<file path="config.mk">
export PLATFORM = sky130hd
export DESIGN_NAME = uart_rx_fifo_flat
export DESIGN_NICKNAME = d
export VERILOG_FILES = /design/src/rtl/uart_pkg.sv /design/src/rtl/uart_rx_fifo_if.sv /design/src/rtl/sync_fifo_core.sv /design/src/rtl/uart_rx_fifo.sv /design/src/flat_wrapper.sv
export SDC_FILE = /design/constraint.sdc
export NUM_CORES = 1
export LEC_CHECK = 0
export ABC_AREA = 1
export BUFFER_PORTS_ARGS = -buffer_cell sky130_fd_sc_hd__buf_4
export CORE_MARGIN = 1
export CORE_UTILIZATION = 30
export CTS_BUF_LIST = sky130_fd_sc_hd__clkbuf_8 sky130_fd_sc_hd__clkbuf_16
export DETAILED_ROUTE_END_ITERATION = 12
export PLACE_DENSITY = 0.48
export SLEW_MARGIN = 20
export SYNTH_ARGS = -nofsm -noshare
export SYNTH_HDL_FRONTEND = slang
export SYNTH_HIERARCHICAL = 1
export SYNTH_SLANG_ARGS = --single-unit
</file>
<file path="constraint.sdc">
create_clock -name uart_clk -period 2 [get_ports uart_clk]
set_clock_uncertainty 0.2 [all_clocks]
set_input_delay 0.2 -clock uart_clk [delete_from_list [all_inputs] [get_ports uart_clk]]
set_output_delay 0.2 -clock uart_clk [all_outputs]
set_load 0.01 [all_outputs]
</file>
<file path="src/rtl/uart_pkg.sv">
// Shared UART constants and types for the receive path.
package uart_pkg;

  localparam int unsigned UART_DW    = 8;
  localparam int unsigned RX_FIFO_AW = 4;
  localparam int unsigned RX_FIFO_AF = 12;
  localparam int unsigned DROP_CNT_W = 8;

  typedef logic [UART_DW-1:0] byte_t;

endpackage

</file>
<file path="src/rtl/uart_rx_fifo_if.sv">
// Bus between the UART receiver/consumer side and the receive FIFO.
interface uart_rx_fifo_if import uart_pkg::*; #(
  parameter int unsigned DW = UART_DW,
  parameter int unsigned AW = RX_FIFO_AW,
  parameter int unsigned CW = DROP_CNT_W
) ();

  logic [DW-1:0] rf_data;
  logic          fr_wrreq;
  logic          rdreq;
  logic          ovf_clr;
  logic [DW-1:0] q;
  logic          q_valid;
  logic          empty;
  logic          full;
  logic          almost_full;
  logic [AW:0]   usedw;
  logic          overflow;
  logic [CW-1:0] drop_cnt;

  modport master (
    output rf_data, fr_wrreq, rdreq, ovf_clr,
    input  q, q_valid, empty, full, almost_full, usedw, overflow, drop_cnt
  );

  modport slave (
    input  rf_data, fr_wrreq, rdreq, ovf_clr,
    output q, q_valid, empty, full, almost_full, usedw, overflow, drop_cnt
  );

endinterface

</file>
<file path="src/rtl/sync_fifo_core.sv">
// Single-clock FIFO storage: register array, pointers, occupancy and flags.
// Callers must only assert i_rd_en when not empty and i_wr_en when not full
// (or together with a read).
module sync_fifo_core #(
  parameter int unsigned DW       = 8,
  parameter int unsigned AW       = 4,
  parameter int unsigned AF_LEVEL = 12
) (
  input  logic          clk,
  input  logic          rst,
  input  logic          i_wr_en,
  input  logic [DW-1:0] i_wr_data,
  input  logic          i_rd_en,
  output logic [DW-1:0] o_rd_data,
  output logic [AW:0]   o_usedw,
  output logic          o_empty,
  output logic          o_full,
  output logic          o_almost_full
);

  localparam int unsigned DEPTH = 2**AW;
  localparam int unsigned UW    = AW + 1;

  logic [DW-1:0] r_mem [DEPTH];
  logic [AW-1:0] r_wr_ptr;
  logic [AW-1:0] r_rd_ptr;
  logic [AW:0]   r_usedw;
  logic [AW:0]   w_usedw_nxt;
  logic [DW-1:0] r_rd_data;
  logic          r_empty;
  logic          r_full;
  logic          r_almost_full;

  // Next occupancy; flags are registered from this so they track usedw exactly.
  always_comb begin
    w_usedw_nxt = r_usedw;
    if (i_wr_en && !i_rd_en) begin
      w_usedw_nxt = r_usedw + UW'(1);
    end else if (i_rd_en && !i_wr_en) begin
      w_usedw_nxt = r_usedw - UW'(1);
    end
  end

  // Storage array; contents are don't-care after reset.
  always_ff @(posedge clk) begin
    if (i_wr_en) begin
      r_mem[r_wr_ptr] <= i_wr_data;
    end
  end

  // Pointers, occupancy, flags and registered read data.
  always_ff @(posedge clk) begin
    if (rst) begin
      r_wr_ptr      <= '0;
      r_rd_ptr      <= '0;
      r_usedw       <= '0;
      r_rd_data     <= '0;
      r_empty       <= 1'b1;
      r_full        <= 1'b0;
      r_almost_full <= 1'b0;
    end else begin
      if (i_wr_en) begin
        r_wr_ptr <= r_wr_ptr + AW'(1);
      end
      if (i_rd_en) begin
        r_rd_ptr  <= r_rd_ptr + AW'(1);
        r_rd_data <= r_mem[r_rd_ptr];
      end
      r_usedw       <= w_usedw_nxt;
      r_empty       <= (w_usedw_nxt == '0);
      r_full        <= (w_usedw_nxt == UW'(DEPTH));
      r_almost_full <= (w_usedw_nxt >= UW'(AF_LEVEL));
    end
  end

  assign o_rd_data     = r_rd_data;
  assign o_usedw       = r_usedw;
  assign o_empty       = r_empty;
  assign o_full        = r_full;
  assign o_almost_full = r_almost_full;

endmodule

</file>
<file path="src/rtl/uart_rx_fifo.sv">
// Receive byte buffer behind the UART receiver; drops and counts bytes on overflow.
module uart_rx_fifo import uart_pkg::*; #(
  parameter int unsigned DW       = UART_DW,
  parameter int unsigned AW       = RX_FIFO_AW,
  parameter int unsigned AF_LEVEL = RX_FIFO_AF
) (
  input  logic           uart_clk,
  input  logic           rst,
  uart_rx_fifo_if.slave  rx_bus
);

  logic                  w_rd_en;
  logic                  w_wr_en;
  logic                  w_ovf_evt;
  logic [DW-1:0]         w_q;
  logic [AW:0]           w_usedw;
  logic                  w_empty;
  logic                  w_full;
  logic                  w_almost_full;
  logic                  r_q_valid;
  logic                  r_overflow;
  logic [DROP_CNT_W-1:0] r_drop_cnt;

  // Receiver cannot stall: a write into a full buffer only lands if a pop frees a slot.
  assign w_rd_en   = rx_bus.rdreq & ~w_empty;
  assign w_wr_en   = rx_bus.fr_wrreq & (~w_full | w_rd_en);
  assign w_ovf_evt = rx_bus.fr_wrreq & w_full & ~w_rd_en;

  sync_fifo_core #(
    .DW       (DW),
    .AW       (AW),
    .AF_LEVEL (AF_LEVEL)
  ) u_core (
    .clk           (uart_clk),
    .rst           (rst),
    .i_wr_en       (w_wr_en),
    .i_wr_data     (rx_bus.rf_data),
    .i_rd_en       (w_rd_en),
    .o_rd_data     (w_q),
    .o_usedw       (w_usedw),
    .o_empty       (w_empty),
    .o_full        (w_full),
    .o_almost_full (w_almost_full)
  );

  // One-cycle strobe marking a freshly popped byte on q.
  always_ff @(posedge uart_clk) begin
    if (rst) begin
      r_q_valid <= 1'b0;
    end else begin
      r_q_valid <= w_rd_en;
    end
  end

  // Sticky overflow and saturating drop counter; a drop in the clear cycle wins.
  always_ff @(posedge uart_clk) begin
    if (rst) begin
      r_overflow <= 1'b0;
      r_drop_cnt <= '0;
    end else if (w_ovf_evt) begin
      r_overflow <= 1'b1;
      if (rx_bus.ovf_clr) begin
        r_drop_cnt <= DROP_CNT_W'(1);
      end else if (r_drop_cnt != '1) begin
        r_drop_cnt <= r_drop_cnt + DROP_CNT_W'(1);
      end
    end else if (rx_bus.ovf_clr) begin
      r_overflow <= 1'b0;
      r_drop_cnt <= '0;
    end
  end

  assign rx_bus.q           = w_q;
  assign rx_bus.q_valid     = r_q_valid;
  assign rx_bus.empty       = w_empty;
  assign rx_bus.full        = w_full;
  assign rx_bus.almost_full = w_almost_full;
  assign rx_bus.usedw       = w_usedw;
  assign rx_bus.overflow    = r_overflow;
  assign rx_bus.drop_cnt    = r_drop_cnt;

endmodule

</file>
<file path="src/flat_wrapper.sv">
// flat-port wrapper written by rule: the top's interface ports become plain ports
module uart_rx_fifo_flat import uart_pkg::*;
#(
  parameter int unsigned DW       = UART_DW,
  parameter int unsigned AW       = RX_FIFO_AW,
  parameter int unsigned AF_LEVEL = RX_FIFO_AF
)
  (uart_clk, rst, rx_bus_rf_data, rx_bus_fr_wrreq, rx_bus_rdreq, rx_bus_ovf_clr, rx_bus_q, rx_bus_q_valid, rx_bus_empty, rx_bus_full, rx_bus_almost_full, rx_bus_usedw, rx_bus_overflow, rx_bus_drop_cnt);
  uart_rx_fifo_if #(.DW(DW), .AW(AW)) rx_bus_i ();
  input  logic uart_clk;
  input  logic rst;
  input wire logic [$bits(rx_bus_i.rf_data)-1:0] rx_bus_rf_data;
  input wire logic [$bits(rx_bus_i.fr_wrreq)-1:0] rx_bus_fr_wrreq;
  input wire logic [$bits(rx_bus_i.rdreq)-1:0] rx_bus_rdreq;
  input wire logic [$bits(rx_bus_i.ovf_clr)-1:0] rx_bus_ovf_clr;
  output wire logic [$bits(rx_bus_i.q)-1:0] rx_bus_q;
  output wire logic [$bits(rx_bus_i.q_valid)-1:0] rx_bus_q_valid;
  output wire logic [$bits(rx_bus_i.empty)-1:0] rx_bus_empty;
  output wire logic [$bits(rx_bus_i.full)-1:0] rx_bus_full;
  output wire logic [$bits(rx_bus_i.almost_full)-1:0] rx_bus_almost_full;
  output wire logic [$bits(rx_bus_i.usedw)-1:0] rx_bus_usedw;
  output wire logic [$bits(rx_bus_i.overflow)-1:0] rx_bus_overflow;
  output wire logic [$bits(rx_bus_i.drop_cnt)-1:0] rx_bus_drop_cnt;
  assign rx_bus_i.rf_data = rx_bus_rf_data;
  assign rx_bus_i.fr_wrreq = rx_bus_fr_wrreq;
  assign rx_bus_i.rdreq = rx_bus_rdreq;
  assign rx_bus_i.ovf_clr = rx_bus_ovf_clr;
  assign rx_bus_q = rx_bus_i.q;
  assign rx_bus_q_valid = rx_bus_i.q_valid;
  assign rx_bus_empty = rx_bus_i.empty;
  assign rx_bus_full = rx_bus_i.full;
  assign rx_bus_almost_full = rx_bus_i.almost_full;
  assign rx_bus_usedw = rx_bus_i.usedw;
  assign rx_bus_overflow = rx_bus_i.overflow;
  assign rx_bus_drop_cnt = rx_bus_i.drop_cnt;
  uart_rx_fifo #(.DW(DW), .AW(AW), .AF_LEVEL(AF_LEVEL)) u_core (.uart_clk(uart_clk), .rst(rst), .rx_bus(rx_bus_i));
endmodule
</file>
==> results.toml, run 1 <==
[global_routing]
grt_usage_pct = 14.7
grt_pass1_wl_mm = 26.0
grt_overflow = 0
antenna_found_initial = 0
grt_max_degree = 37
grt_pass1_vias = 4811

[floorplanning]
die_h_um = 153
start_util_pct = 31.0
die_w_um = 153
ios = 39
dieArea_um2 = 23500
core.rowCount = 54
core_area_um2 = 22200

[logic_synthesis]
ys_warn_count = 6
ys_seq_area_share_pct = 65.9
syn_inst = 679
yosysUniqueCellTypes = 29
synth_area_um2 = 6860
syn-num-nets = 700
synth_area_per_cell_um2 = 10.1
ys_ff_latch = 162

[timing]
grt_setup_unrepaired = "false"
fin_crit_ns = 1.88
hold_viol = 0
finalWorstSetupSlack_ns = 0.122
setup_viol = 0
worst_pin_slew_ns = 0.412
timing.hold.ws_ns = 0.135
fmax_mhz = 532
drv_slew = 0
final.period_utilization_pct = 93.9
relSlewSlack_pct = 72.6

[placed_design]
dpl.cell_count = 998
io_buffers = 38
place_worst_setup_slack_ns = 0.158
gp_congestion = 0.833
hpwl_mm = 11.2

[clock_network]
cts_sinks = 162
insertion_delay_ns = 0.42
path_clk_slew_ns = 0.06
tritoncts = "built"
cts-root-buf = "clkbuf_16"
htreeDepth = 4
clockBufferDepth = 2
cts_buffers = 17

[worst_hold_path]
worstHoldEndpoint = "u_core/rx_bus.overflow"
hold_start = "rx_bus_fr_wrreq"
hold_path_depth = 5
min_path_type = "primary input to flop"

[layout]
layout_commonest_cell = "nand2_1"
finalNonFillerCells = 1043
fillers = 2196
multiInputGateArea_um2 = 2020
layout-drive-gt1-share_pct = 15.7
antenna_cells = 0
final_nets = 771
syn_to_final_growth_pct = 21.2
regArea_um2 = 4530
layout_common_cells = "216 x nand2_1, 128 x edfxtp_1, 119 x nand3_1"

[drt]
dr.pass1.iters = 4
via_per_inst = 4.70
drc = 0
drt-initial-drc-count = 287
vias = 4899
routedWlPerCell_um = 16.1
ant_nets = 0
drt-total-wl_mm = 16.8

[critical_path]
r2r_end = "u_core/u_core/r_mem[1][0]"
crit-reg2reg-launch = "u_core/u_core/o_empty"
crit_chain = "dlygate4sd3_1 > buf_4 > nand2_2 > a21boi_1 > buf_4 > nand2_1 > nor2_1 > buf_4"
slowest_delay_ns = 0.53
cp_slowest_cell = "dlygate4sd3_1"
arrival_ns = 1.80
r2r_cells = 7
critPathMostFrequentCell = "buf_4"
cp.required_ns = 1.92
path_max_fanout = 8
end_kind = "flop"
crit_type = "primary input to flop"
r2r_slack_ns = 0.17
start_kind = "primary input"

[flow_run]
cap_viol_max_count = 0

[status]
status = "finished, final reports clean"

[power]
p_total_mw = 8.38
p_leak_nw = 3.29
ir_worst_vdd_v = 0.000563
p_per_area_nw_per_um2 = 1010
-- cell families (layout without fill, tap and decap cells) --
| kind of cell | after synthesis | count (layout) | share of synthesized area [%] |
|---|---|---|---|
| buf+inv | 72 | 156 | 4.89 |
| flops | 162 | 162 | 65.9 |
| compound gates | 28 | 28 | 2.19 |
| fa+ha+maj | 8 | 8 | 1.46 |
| xor+xnor | 1 | 1 | 0.128 |
| simple gates | 408 | 408 | 25.4 |
-- flip-flops by register name (all words and copies together) (netlist names) --
register	cells
u_core/u_core/r_wr_ptr	4
u_core/u_core/o_usedw	5
u_core/rx_bus.drop_cnt	8
u_core/rx_bus.overflow	1
u_core/u_core/o_almost_full	1
u_core/u_core/o_empty	1
u_core/u_core/o_rd_data	8
u_core/u_core/r_rd_ptr	4
u_core/u_core/r_mem	128
u_core/u_core/o_full	1
u_core/rx_bus.q_valid	1
-- what timing repair did --
action | 4_1_cts | 5_1_grt
buffers inserted | 0 | 2
hold buffers | 11 | 0
hold endpoints to repair | 139 | 0
setup endpoints to repair | 0 | 5
resized for setup | 0 | 7
-- per-layer routing --
| metal | vias to the layer above | part of all wire (%) | track usage, % |
|---|---|---|---|
| li1 | 2424 | - | - |
| met1 | 2381 | 47 | 19.0 |
| met2 | 77 | 48 | 24.4 |
| met3 | 17 | 2.8 | 3.40 |
| met4 | 0 | 1.5 | 4.95 |
| met5 | - | 0 | 0 |
-- worst max path at each step --
stage	from	slack, ns	cells past startpoint	end
after global placement	u_core/u_core/o_empty	0.21	7	u_core/u_core/r_mem[0][3]
after CTS	rx_bus_rdreq	0.08	13	u_core/u_core/o_full
after global routing	rx_bus_rdreq	0.02	13	u_core/u_core/o_full
final	rx_bus_rdreq	0.12	8	u_core/u_core/r_mem[1][0]
after detailed placement	u_core/u_core/o_empty	0.16	7	u_core/u_core/r_mem[1][0]
after floorplan	u_core/u_core/o_empty	-0.005	5	u_core/u_core/r_mem[11][0]
-- synth_stat cells --
master / n / area (µm²)
nor2_2: 4 / 25.0
a21boi_0: 1 / 7.51
nand3_4: 1 / 17.5
o21ai_1: 1 / 5.00
o211ai_1: 1 / 7.51
nand2_1: 219 / 822
nand3_1: 119 / 596
nor3_1: 3 / 15.0
buf_6: 2 / 22.5
a21oi_1: 15 / 75.1
nand4_1: 2 / 12.5
buf_4: 9 / 67.6
o21ai_0: 8 / 40.0
inv_1: 36 / 135
o21bai_1: 1 / 7.51
nand2_4: 2 / 22.5
nor4_1: 2 / 12.5
inv_2: 5 / 18.8
nand2_2: 2 / 12.5
nor2_4: 1 / 11.3
clkbuf_1: 5 / 18.8
o21a_1: 1 / 7.51
nor2_1: 53 / 199
ha_1: 8 / 100
dfxtp_1: 34 / 681
edfxtp_1: 128 / 3840
xor2_1: 1 / 8.76
buf_2: 13 / 65.1
clkinv_1: 2 / 7.51
-- worst max-delay path, delay by kind of cell --
family	cells	cell delay, ns
compound gates	1	0.16
simple gates	3	0.41
buf+inv	4	1.03
-- power by group --
group | total (mW) | switching (mW) | internal (mW)
Sequential | 3.81 | 0.0676 | 3.74
Clock | 3.21 | 1.36 | 1.85
Combinational | 1.35 | 0.875 | 0.480
-- metrics by stage --
stage	TNS, ns	area, µm²	util (%)
2_1_floorplan	-0.129	6860	-
3_3_place_gp	0	7590	34.2
3_5_place_dp	0	7590	34.2
4_1_cts	0	8280	37.4
5_1_grt	0	8320	37.5
6_report	0	8320	37.5
-- final cells by class --
| cell class | count | share of cell area [%] |
|---|---|---|
| Tap cell | 280 | 4.21 |
| Multi-Input combinational cell | 445 | 24.3 |
| Inverter | 43 | 1.97 |
| Timing Repair Buffer | 81 | 8.09 |
| Sequential cell | 162 | 54.4 |
| Clock buffer | 17 | 5.11 |
| Clock inverter | 15 | 1.88 |
No activity file was read; power rests on OpenSTA's default activity.
==> run 2: changes to the inputs <==
- SETUP_SLACK_MARGIN: not set -> 0.4
==> results.toml, run 2 (synthesis gave the netlist of run 1 again) <==
[status]
status = "finished, final reports clean"

[power]
p_leak_nw = 3.48
p_total_mw = 8.93
ir_worst_vdd_v = 0.000549
p_per_area_nw_per_um2 = 982

[critical_path]
end_kind = "flop"
start_kind = "flop"
arrival_ns = 1.67
crit_type = "flop to flop"
r2r_cells = 7
path_max_fanout = 8
r2r_slack_ns = 0.24
endpoint = "u_core/u_core/r_mem[9][0]"
r2r_end = "u_core/u_core/r_mem[9][0]"
crit-reg2reg-launch = "u_core/u_core/o_empty"
crit_path_start = "u_core/u_core/o_empty"
cp.required_ns = 1.90

[timing]
fin_crit_ns = 1.76
hold_viol = 0
relSlewSlack_pct = 68.4
final.period_utilization_pct = 88.1
grt_setup_unrepaired = "true"
fmax_mhz = 568
drv_slew = 0
worst_pin_slew_ns = 0.474
setup_viol = 0
tns_ns = 0

[drt]
drc = 0
via_per_inst = 4.94
drt-initial-drc-count = 428
dr.pass1.iters = 5
ant_nets = 0
routedWlPerCell_um = 18.2
drt-total-wl_mm = 19.0
vias = 5171

[floorplanning]
core.rowCount = 54
die_w_um = 153
ios = 39
core_area_um2 = 22200
die_h_um = 153
dieArea_um2 = 23500
start_util_pct = 31.0

[clock_network]
cts_buffers = 17
cts_sinks = 162
insertion_delay_ns = 0.42
clockBufferDepth = 2
path_clk_slew_ns = 0.06
htreeDepth = 4
tritoncts = "built"
cts-root-buf = "clkbuf_16"

[layout]
finalNonFillerCells = 1046
layout_common_cells = "186 x nand2_1, 128 x edfxtp_1, 87 x nand3_1"
fillers = 2107
syn_to_final_growth_pct = 32.5
top_register = "u_core/u_core/r_mem"
largest_reg_flops = 128
final_nets = 773
layout_commonest_cell = "nand2_1"
layout-drive-gt1-share_pct = 29.0

[placed_design]
io_buffers = 38
gp_congestion = 0.919
hpwl_mm = 11.9
dpl.cell_count = 980

[flow_run]
cap_viol_max_count = 0

[global_routing]
antenna_found_initial = 0
grt_max_degree = 34
grt_pass1_wl_mm = 28.2
grt_usage_pct = 16.2
grt_pass1_vias = 5089
grt_overflow = 0

[worst_hold_path]
min_path_type = "primary input to flop"
run 2: cell types whose count changed in the layout (fill, tap and decap cells not counted), moves of 7 or more:
cell	before	now
nand3_1	119	87
nand3_2	0	32
nand2_1	216	186
nor2_1	53	28
nand2_2	5	26
nor2_4	2	21
buf_4	67	49
buf_12	3	10
buf_6	0	7
run 2: through the flow:
stage	utilization [%]	hold WS [ns]	setup slack [ns]	instance area, µm²
floorplan	-	0.0989	0.319	7030
global placement	34.4	0.258	0.170	7630
detailed placement	34.4	0.261	0.109	7630
CTS	38.8	0.0902	0.267	8590
global route	41.0	0.0761	0.180	9090
finish	41.0	0.0499	0.239	9090
run 2: per-layer routing:
metal,global-route usage [%],wire length [µm]
met5,0,0
met4,3.94,172
met3,4.65,1140
met2,26.5,9310
met1,21.2,8410
run 2: final cells by class:
type,instances,area (µm²),area share (%)
timing repair buffer,83,902,9.92
inverter,43,198,2.17
multi-input combinational,445,2520,27.7
antenna,1,2.50,0.0275
clock buffer,17,425,4.68
tap,280,350,3.85
sequential,162,4540,49.9
clock inverter,15,165,1.82
run 2: worst min path at each step:
stage / to / slack (ns) / start / depth (start not counted)
after detailed placement: u_core/rx_bus.overflow / 0.26 / u_core/rx_bus.overflow / 2
final: u_core/rx_bus.overflow / 0.05 / rx_bus_fr_wrreq / 5
after global placement: u_core/rx_bus.overflow / 0.26 / u_core/rx_bus.overflow / 2
after global routing: u_core/rx_bus.overflow / 0.08 / rx_bus_fr_wrreq / 5
after floorplan: u_core/u_core/r_mem[0][0] / 0.1 / rx_bus_rf_data[0] / 0
after CTS: u_core/rx_bus.overflow / 0.09 / rx_bus_fr_wrreq / 5
run 2: what timing repair did:
item                                    in CTS  in global routing
buffers inserted                             5                 11
resized for setup                           32                 97
hold endpoints to repair                   142                  0
pin swaps                                   14                 34
cloned                                       2                  4
hold buffers                                11                  0
endpoints found under the setup margin     147                153
run 2: report_power, final:
| part | switching, mW | total, mW | internal, mW |
|---|---|---|---|
| registers | 0.102 | 3.85 | 3.75 |
| logic | 1.07 | 1.82 | 0.751 |
| clock network | 1.31 | 3.26 | 1.95 |
| total | 2.48 | 8.93 | 6.45 |
run 2: critical path, stage by stage, from the launching register on:
cell	delay, ns
dfxtp_2	0.33
inv_2	0.06
nand2_4	0.07
a21boi_4	0.15
buf_12	0.15
buf_6	0.14
nand2_8	0.09
nor2_4	0.26
